File: config.mk
export PLATFORM = sky130hd
export DESIGN_NAME = regfile_debug_dumper
export DESIGN_NICKNAME = d
export VERILOG_FILES = /design/src/rtl/regfile_debug_dumper.sv
export SDC_FILE = /design/constraint.sdc
export NUM_CORES = 1
export LEC_CHECK = 0
export BUFFER_PORTS_ARGS = -buffer_cell sky130_fd_sc_hd__buf_2
export CORE_ASPECT_RATIO = 1.2
export CORE_UTILIZATION = 45
export CTS_BUF_LIST = sky130_fd_sc_hd__clkbuf_2 sky130_fd_sc_hd__clkbuf_4 sky130_fd_sc_hd__clkbuf_8
export DETAILED_ROUTE_END_ITERATION = 7
export PLACE_DENSITY = 0.69
export SLEW_MARGIN = 20
export SYNTH_ARGS = -nofsm -noshare
export SYNTH_HDL_FRONTEND = slang
export SYNTH_SLANG_ARGS = --single-unit
File: constraint.sdc
create_clock -name clock -period 2.3 [get_ports clock]
set_clock_uncertainty 0.1 [all_clocks]
set_input_delay 0.23 -clock clock [delete_from_list [all_inputs] [get_ports clock]]
set_output_delay 0.23 -clock clock [all_outputs]
set_load 0.02 [all_outputs]
File: src/rtl/regfile_debug_dumper.sv
// Walks FIRST_REG..LAST_REG through the register file debug port and streams each word MSB byte first.
// First byte 3 cycles after start; each byte held on out_data/out_valid while out_ready is low.
module regfile_debug_dumper #(
  parameter int FIRST_REG = 0,
  parameter int LAST_REG  = 31
) (
  input  logic        clock,
  input  logic        reset,
  input  logic        start,
  output logic [4:0]  debug_address,
  output logic        debug_clock,
  input  logic [31:0] debug_data,
  output logic [7:0]  out_data,
  output logic        out_valid,
  input  logic        out_ready,
  output logic        busy,
  output logic        done
);

  generate
    if (FIRST_REG < 0 || FIRST_REG > 31 || LAST_REG > 31 || FIRST_REG > LAST_REG) begin : g_bad_cfg
      $error("regfile_debug_dumper: need 0 <= FIRST_REG <= LAST_REG <= 31");
    end
  endgenerate

  localparam logic [4:0] FIRST = 5'(FIRST_REG);
  localparam logic [4:0] LAST  = 5'(LAST_REG);

  typedef enum logic [2:0] {
    IDLE,
    SET_ADDR,
    STROBE,
    CAPTURE,
    SEND,
    DONE
  } state_t;

  state_t      state;
  logic [4:0]  reg_idx;
  logic [1:0]  byte_idx;
  // Top byte goes straight to out_data at capture, so only the remaining 24 bits are kept.
  logic [23:0] pending;

  always_ff @(posedge clock) begin
    if (!reset) begin
      state         <= IDLE;
      debug_address <= FIRST;
      debug_clock   <= 1'b0;
      out_data      <= 8'h00;
      out_valid     <= 1'b0;
      busy          <= 1'b0;
      done          <= 1'b0;
      reg_idx       <= FIRST;
      byte_idx      <= 2'd0;
      pending       <= 24'h0;
    end else begin
      case (state)
        IDLE: begin
          if (start) begin
            state         <= SET_ADDR;
            busy          <= 1'b1;
            debug_address <= FIRST;
            reg_idx       <= FIRST;
          end
        end
        SET_ADDR: begin
          debug_clock <= 1'b1;
          state       <= STROBE;
        end
        STROBE: begin
          debug_clock <= 1'b0;
          state       <= CAPTURE;
        end
        CAPTURE: begin
          out_data  <= debug_data[31:24];
          pending   <= debug_data[23:0];
          out_valid <= 1'b1;
          byte_idx  <= 2'd0;
          state     <= SEND;
        end
        SEND: begin
          if (out_valid && out_ready) begin
            if (byte_idx != 2'd3) begin
              out_data <= pending[23:16];
              pending  <= {pending[15:0], 8'h00};
              byte_idx <= byte_idx + 2'd1;
            end else begin
              out_valid <= 1'b0;
              // Compare before incrementing so index 31 never wraps.
              if (reg_idx == LAST) begin
                done  <= 1'b1;
                state <= DONE;
              end else begin
                reg_idx       <= reg_idx + 5'd1;
                debug_address <= reg_idx + 5'd1;
                state         <= SET_ADDR;
              end
            end
          end
        end
        DONE: begin
          done  <= 1'b0;
          busy  <= 1'b0;
          state <= IDLE;
        end
        default: state <= IDLE;
      endcase
    end
  end

endmodule

; Word-level counts from Yosys, hierarchy flattened
; Cells that the tools add are included.
; W data, S select, Z words.
[classes]
addsub = 2
multipliers = 0
div_mod_pow = 0
magnitude_cmp = 0
eq_ne = 13
shift = 0
muxes = 29
n_bitwise = 0
reduce_logical = 13
[ops]
columns = cell, n
row1 = $mux W24, 2
row2 = $pmux W24 S2, 1
row3 = $mux W5, 4
row4 = $mux W8, 2
row5 = $pmux W8 S2, 1
row6 = $pmux W3 S5, 1
row7 = $ne A2 B2 Y1 const B, 7
row8 = $mux W3, 4
row9 = $pmux W5 S2, 1
row10 = $reduce_bool A2 Y1, 5
row11 = $reduce_and A3 Y1, 3
row12 = $pmux W1 S2, 4
row13 = $eq A3 B2 Y1 const B, 2
row14 = $eq A3 B3 Y1 const B, 2
row15 = $mux W1, 6
row16 = $add A5 B1 Y5 const B, 1
row17 = $eq A5 B5 Y1 const B, 1
row18 = $reduce_and A5 Y1, 1
row19 = $mux W2, 2
row20 = $pmux W2 S2, 1
row21 = $reduce_and A4 Y1, 1
row22 = $eq A3 B1 Y1 const B, 1
row23 = $logic_not A3 Y1, 1
row24 = $add A2 B1 Y2 const B, 1
row25 = 2 further kinds, 2
[word_totals]
reg_bits = 46
latch_bits = 0
ramBits = 0
mem_bits_ro = 0
out_inout_bits = 17
elab_cells = 66
n_memories = 0

; Logic depth before layout (Yosys ltp)
; Gate-level depths: netlist of run 1.
[logic_depth]
depth_word = 5
mapped_depth = 6
ltp_nobuf = 6

; Worst setup path before layout of run 1
; Ideal clock, no wire load.
[synth_path]
kind = register to register
startpoint = register reg_idx[0]
endpoint = register reg_idx[3]
setup_ps = 74
arrival_time_ps = 1846
required_time_ps = 2126
setup_slack_ps = 280
path_stages_with_launch = 7
path_buffers = 0
period_less_slack_ps = 2020
cell_sequence = dfxtp_1 ha_1 and3_1 ha_1 nand4b_1 or4_1 a31oi_1
[synth_between]
elab_chain_cells = 5
[synth_rtl]
columns = item, line_no
row1 = from (decl), 39  ; logic [4:0] reg_idx;
row2 = from (signal assigned), 94  ; reg_idx <= reg_idx + 5'd1;
row3 = $add A5 B1 Y5, 94
row4 = $mux W5, 90  ; if (reg_idx == LAST) begin
row5 = $mux W5, 83  ; if (byte_idx != 2'd3) begin
row6 = $mux W5, 82  ; if (out_valid && out_ready) begin
row7 = $pmux W5 S2, 57  ; case (state)
; Parallel ways exist; a longest one is shown, timed or not. The select of a mux whose other input is x is not followed.
; A chain may end at the register's enable or synchronous reset.

; Worst setup path after layout of run 1
; Same ends and word-level chain as after synthesis.

==> results.sh, run 1 <==
export IMPL_drc=0
export IMPL_cts_tree="built"
export IMPL_cts_buffer_depth=2
export IMPL_crit_required_ns=2.43
export IMPL_wl_per_cell_um=14.9
export IMPL_period_needed_ns=2.07
export IMPL_hold_violations=0
export IMPL_fillers=414
export IMPL_worstPathArrival_ns=2.20
export IMPL_area_growth_pct=20.4
export IMPL_worstReg2RegEnd="reg_idx[3]$_SDFFE_PN0P_"
export IMPL_worstPathMaxFanout=5
export IMPL_io_buffers=52
export IMPL_worst_pin_slew_ns=0.494
export IMPL_nets=303
export IMPL_hp_class="in2reg"
export IMPL_start_util=0.481
export IMPL_core_area_mm2=0.00436
export IMPL_synthAdderAreaFrac=0.0179
export IMPL_fin_util=0.579
export IMPL_cts_buffers=5
export IMPL_n_antenna_cell=0
export IMPL_die_x_um=64.3
export IMPL_timing_slew_headroom=0.671
export IMPL_cts_repair_resized=0
export IMPL_grt_use_total=0.202
export IMPL_die_area_mm2=0.00494
export IMPL_antenna_found_initial=0
export IMPL_syn_inst=214
export IMPL_tns_ns=0
export IMPL_setup_viol=0
export IMPL_fp_row_count=26
export IMPL_slew_viol_final=0
export IMPL_max_cap_violations=0
export IMPL_dr_first_iter_drc_count=156
export IMPL_ys_seq_area_frac=0.439
export IMPL_synthSimpleGateAreaFrac=0.157
export IMPL_vdd_drop_max_uv=427
export IMPL_fin_area_mm2=0.00252
export IMPL_period_share=0.902
export IMPL_wl_um=4770
export IMPL_reg2reg_slack_ns=0.23
export IMPL_power_per_cell_area_mw_per_mm2=666
export IMPL_worst_r2r_cell_count=6
export IMPL_status="finished clean"
export IMPL_synth_area_mux_share=0.129
export IMPL_postSynthAreaPerCell_um2=9.80
export IMPL_hpwl_um=3250
export IMPL_drive_above_1_share=0.279
export IMPL_leakage_nw=1.19
export IMPL_firstDrtPassIters=4
export IMPL_via_per_inst=5.77
export IMPL_worstSetupPathType="reg2reg"
export IMPL_syn_nets=253
export IMPL_grt_pass1_vias=1697
export IMPL_endpoint="reg_idx[3]$_SDFFE_PN0P_"
export IMPL_startpoint="reg_idx[0]$_SDFFE_PN0P_"
export IMPL_grt_overflow_total=0
export IMPL_setup_worst_path_end_class="flip-flop"
export IMPL_ios=53
export IMPL_max_freq_ghz=0.482
export IMPL_cts_root_buf="clkbuf_8"
export IMPL_cts_max_level=2
export IMPL_layout_area_seq_um2=921
export IMPL_postPlaceCellArea_mm2=0.00241
export IMPL_synth_xor_area_share=0.00418
export IMPL_clock_sinks=46
export IMPL_syn_cell_area_mm2=0.00210
export IMPL_cp_start_kind="flip-flop"
export IMPL_ys_ff_latch=46
export IMPL_timing_rr_start="reg_idx[0]$_SDFFE_PN0P_"
export IMPL_grt_pass1_wl_um=7960
export IMPL_clk_pin_slew_ns=0.09
export IMPL_ys_types=39
export IMPL_grt_start_max_net_pins=30
export IMPL_ant_nets=0
export IMPL_rsz0062_at_grt="no"
export IMPL_yosys_warnings=0
export IMPL_cts_setup_buffers=0
export IMPL_synth_top_family_by_area="compound AO/OA/AOI/OAI gates"
export IMPL_cts_hold_buf=0
export IMPL_synth_compound_area_frac=0.204
export IMPL_vias=1852
export IMPL_gp_congestion=0.774
export IMPL_die_y_um=76.8
export IMPL_multiInputGateArea_mm2=0.00107
export IMPL_clk_latency_ns=0.30
==> cell usage after synthesis <==
library cell,instances,area [um^2]
nor3_1,1,5.00
nand3b_1,3,22.5
a21oi_1,5,25.0
nand2_1,5,18.8
nand4_1,1,6.26
o21bai_1,1,7.51
nor2_1,26,97.6
a31oi_1,3,18.8
buf_4,2,15.0
nand2_2,1,6.26
a211oi_1,1,7.51
and3_1,3,18.8
o22ai_1,2,12.5
nor3b_2,1,12.5
and4b_1,1,10.0
buf_2,10,50.1
or4_1,1,7.51
or4b_1,1,10.0
nand2b_1,1,6.26
inv_1,3,11.3
nand3_1,5,25.0
a21oi_2,1,8.76
mux2i_1,27,270
or3b_1,1,8.76
clkbuf_1,7,26.3
nor2b_1,2,12.5
nor4_2,1,12.5
nor3b_1,1,7.51
xnor2_1,1,8.76
a221oi_1,24,210
a32o_1,8,80.1
o21ai_0,5,25.0
nand4b_1,2,17.5
dfxtp_1,46,921
ha_1,3,37.5
and3b_1,2,17.5
o21ai_1,2,10.0
or3_1,1,6.26
o211ai_1,3,22.5
==> registers in the layout, summed over array words and instances, names as in the netlist <==
register	count
debug_clock	1
reg_idx	5
out_data	8
done	1
out_valid	1
state	3
byte_idx	2
busy	1
pending	24
==> worst min-delay path by stage <==
stage / from / to / slack [ns] / depth (start not counted)
after floorplan: debug_data[0] / pending[0]$_SDFFE_PN0P_ / 0.26 / 1
after global placement: debug_data[3] / pending[3]$_SDFFE_PN0P_ / 0.34 / 2
after detailed placement: debug_data[3] / pending[3]$_SDFFE_PN0P_ / 0.35 / 2
after CTS: debug_data[3] / pending[3]$_SDFFE_PN0P_ / 0.02 / 2
after global routing: debug_data[4] / pending[4]$_SDFFE_PN0P_ / 0.02 / 2
final: debug_data[3] / pending[3]$_SDFFE_PN0P_ / 0.03 / 2
==> layout by cell type, fill, tap and decap left out, drive strengths merged, types with 2 or more instances in the layout <==
cell,netlist,layout
buf,12,62
dfxtp,46,46
mux2i,27,27
nor2,26,26
a221oi,24,24
a32o,8,8
o21ai,7,7
a21oi,6,6
nand2,6,6
clkbuf,7,6
nand3,5,5
and3,3,3
inv,3,3
nand3b,3,3
o211ai,3,3
a31oi,3,3
ha,3,3
o22ai,2,2
and3b,2,2
nor2b,2,2
nand4b,2,2
nor3b,2,2
==> layout make-up <==
cell class	instances	share of cell area
clock buffer	6	0.0302
sequential	46	0.365
multi-input combinational	146	0.425
inverter	3	0.00446
clock inverter	2	0.0149
timing repair buffer	62	0.133
tap	56	0.0278
==> metrics by stage <==
step	cells	total power [W]	hold WS, ns	setup WS [ns]
final	321	0.00168	0.0323	0.226
after global routing	321	0.00176	0.0244	0.123
after floorplan	214	0.00101	0.256	0.280
after CTS	321	0.00170	0.0236	0.231
after global placement	313	0.00109	0.344	0.313
after detailed placement	313	0.00109	0.346	0.266
==> power by group <==
| group | internal (W) | switching, W | leakage (nW) |
|---|---|---|---|
| Sequential | 0.000831 | 0.0000239 | 0.373 |
| Combinational | 0.0000978 | 0.000119 | 0.758 |
| Clock | 0.000336 | 0.000273 | 0.0548 |
| Total | 0.00126 | 0.000416 | 1.19 |
==> per-layer routing <==
metal | routed length, um | track usage | part of all wire | vias to the layer above
li1 | - | - | - | 922
met1 | 2190 | 0.276 | 0.46 | 864
met2 | 2230 | 0.302 | 0.47 | 54
met3 | 228 | 0.0491 | 0.048 | 12
met4 | 117 | 0.0822 | 0.025 | 0
met5 | 0 | 0 | 0 | -
==> kinds of logic after synthesis <==
logic type,count (synthesis)
adders and majority gates,3
DFF,46
xor gates and xnor gates,1
and+or+nand+nor,60
muxes,27
AOI/OAI and AO/OA,55
buffers and inverters,22
==> critical path: stages, from the launching register on <==
cell and delay [ns]:
dfxtp_1 0.36, ha_1 0.23, and3_1 0.18, ha_1 0.19
nand4b_1 0.26, or4_1 0.52, a31oi_1 0.16
Note: power is estimated with default switching activity, not from simulation.
==> run 2: changes to the inputs <==
==> constraint.sdc (replaced) <==
create_clock -name clock -period 2.5 [get_ports clock]
set_clock_uncertainty 0.1 [all_clocks]
set_input_delay 0.25 -clock clock [delete_from_list [all_inputs] [get_ports clock]]
set_output_delay 0.25 -clock clock [all_outputs]
set_load 0.02 [all_outputs]
==> results.sh, run 2 (synthesis results as in run 1) <==
export IMPL_mostFrequentLayoutCells="buf_2 (52), dfxtp_1 (46), mux2i_1 (27), nor2_1 (26), a221oi_1 (24)"
export IMPL_worstSetupPathType="reg2reg"
export IMPL_fp_row_count=26
export IMPL_n_antenna_cell=0
export IMPL_worst_pin_slew_ns=0.505
export IMPL_worst_r2r_cell_count=6
export IMPL_period_needed_ns=2.03
export IMPL_clk_latency_ns=0.30
export IMPL_largest_reg_flops=24
export IMPL_status="finished clean"
export IMPL_grt_pass1_wl_um=7920
export IMPL_timing_slew_headroom=0.662
export IMPL_largest_register="pending"
export IMPL_fillers=413
export IMPL_cts_buffer_depth=2
export IMPL_hp_class="in2reg"
export IMPL_ios=53
export IMPL_max_cap_violations=0
export IMPL_max_freq_ghz=0.492
export IMPL_intPower_w=0.00106
export IMPL_cts_max_level=2
export IMPL_max_stage_delay_ns=0.51
export IMPL_use_met3=0.0506
export IMPL_core_area_mm2=0.00436
export IMPL_via_per_inst=5.63
export IMPL_wl_per_cell_um=14.7
export IMPL_grt_pass1_vias=1609
export IMPL_seqPwrFrac=0.552
export IMPL_worstPathArrival_ns=2.16
export IMPL_cts_buffers=5
export IMPL_cts_repair_resized=0
export IMPL_tns_ns=0
export IMPL_pwr_share_comb=0.128
export IMPL_fin_area_mm2=0.00248
export IMPL_drive_above_1_share=0.271
export IMPL_whs_path_depth=2
export IMPL_leakage_nw=1.16
export IMPL_use_met2=0.285
export IMPL_critical_path_top_delay_family="simple AND/OR/NAND/NOR gates"
export IMPL_nets=300
export IMPL_grt_start_max_net_pins=30
export IMPL_crit_cells=6
export IMPL_grt_overflow_total=0
export IMPL_antenna_found_initial=0
export IMPL_fin_ws_ns=0.469
export IMPL_layout_commonest_cell="buf_2"
export IMPL_die_x_um=64.3
export IMPL_dr_first_iter_drc_count=159
export IMPL_largestRegisters="pending (24), out_data (8), reg_idx (5)"
export IMPL_cts_tree="built"
export IMPL_path_buf_inv=0
export IMPL_rsz0062_at_grt="no"
export IMPL_io_buffers=52
export IMPL_crit_chain="ha_1, and3_1, ha_1, nand4b_1, or4_1, a31oi_1"
export IMPL_grtUsageMet1=0.298
export IMPL_cts_hold_buf=0
export IMPL_grt_busiest_layer="met1"
export IMPL_cp_start_kind="flip-flop"
export IMPL_start_util=0.481
export IMPL_wl_um=4680
export IMPL_hpwl_um=3120
export IMPL_slew_viol_final=0
export IMPL_ant_nets=0
export IMPL_crit_top_cell="ha_1"
export IMPL_vdd_drop_max_uv=372
export IMPL_swShare=0.265
export IMPL_hold_violations=0
export IMPL_setup_viol=0
export IMPL_die_y_um=76.8
export IMPL_fin_cells=318
export IMPL_grt_use_total=0.203
export IMPL_cts_setup_buffers=0
export IMPL_gp_congestion=0.771
export IMPL_cp_slowest_cell="or4_1"
export IMPL_power_per_cell_area_mw_per_mm2=580
export IMPL_worstPathMaxFanout=5
export IMPL_vias=1791
export IMPL_dpl_cell_count=310
export IMPL_area_growth_pct=18.2
export IMPL_drc=0
export IMPL_period_share=0.812
export IMPL_cts_root_buf="clkbuf_8"
export IMPL_place_ws_ns=0.472
export IMPL_reg2reg_slack_ns=0.47
export IMPL_firstDrtPassIters=4
export IMPL_setup_worst_path_end_class="flip-flop"
export IMPL_power_clock_fraction=0.320
export IMPL_clk_pin_slew_ns=0.09
export IMPL_die_area_mm2=0.00494
export IMPL_clock_sinks=46
export IMPL_crit_required_ns=2.63
export IMPL_postPlaceCellArea_mm2=0.00239
export IMPL_power_switching_w=0.000381
## run 2: layer usage
metal / vias up / routed length, um
met5: - / 0
met4: 0 / 88
li1: 913 / -
met2: 35 / 2080
met1: 837 / 2340
met3: 6 / 166
## run 2: power groups by stage
stage | clock network [W] | logic [W] | registers [W]
floorplan | 0 | 0.000121 | 0.000811
global route | 0.000504 | 0.000206 | 0.000800
detailed placement | 0 | 0.000185 | 0.000812
global placement | 0 | 0.000183 | 0.000810
finish | 0.000460 | 0.000184 | 0.000794
CTS | 0.000473 | 0.000186 | 0.000794
## run 2: per-stage QoR
stage               hold slack (ns)  total power (W)   util
global placement              0.353         0.000994  0.548
detailed placement            0.367         0.000996  0.548
finish                       0.0615          0.00144  0.569
floorplan                     0.276         0.000932      -
CTS                          0.0519          0.00145  0.569
global route                 0.0573          0.00151  0.569
## run 2: worst paths after layout
kind | to | start
setup / recovery | reg_idx[3]$_SDFFE_PN0P_ | reg_idx[0]$_SDFFE_PN0P_
hold / removal | pending[5]$_SDFFE_PN0P_ | debug_data[5]
hold reg to reg | reg_idx[4]$_SDFFE_PN0P_ | reg_idx[4]$_SDFFE_PN0P_
setup reg to reg | reg_idx[3]$_SDFFE_PN0P_ | reg_idx[0]$_SDFFE_PN0P_
## run 2: final cells by class
| class | count | area, um^2 | share of cell area |
|---|---|---|---|
| clock buffers | 6 | 76.3 | 0.0308 |
| multi-input cells | 146 | 1070 | 0.433 |
| repair buffers | 59 | 313 | 0.126 |
| clock inverters | 2 | 13.8 | 0.00555 |
| flip-flops and latches | 46 | 921 | 0.372 |
| well taps | 56 | 70.1 | 0.0283 |
| inverters | 3 | 11.3 | 0.00454 |
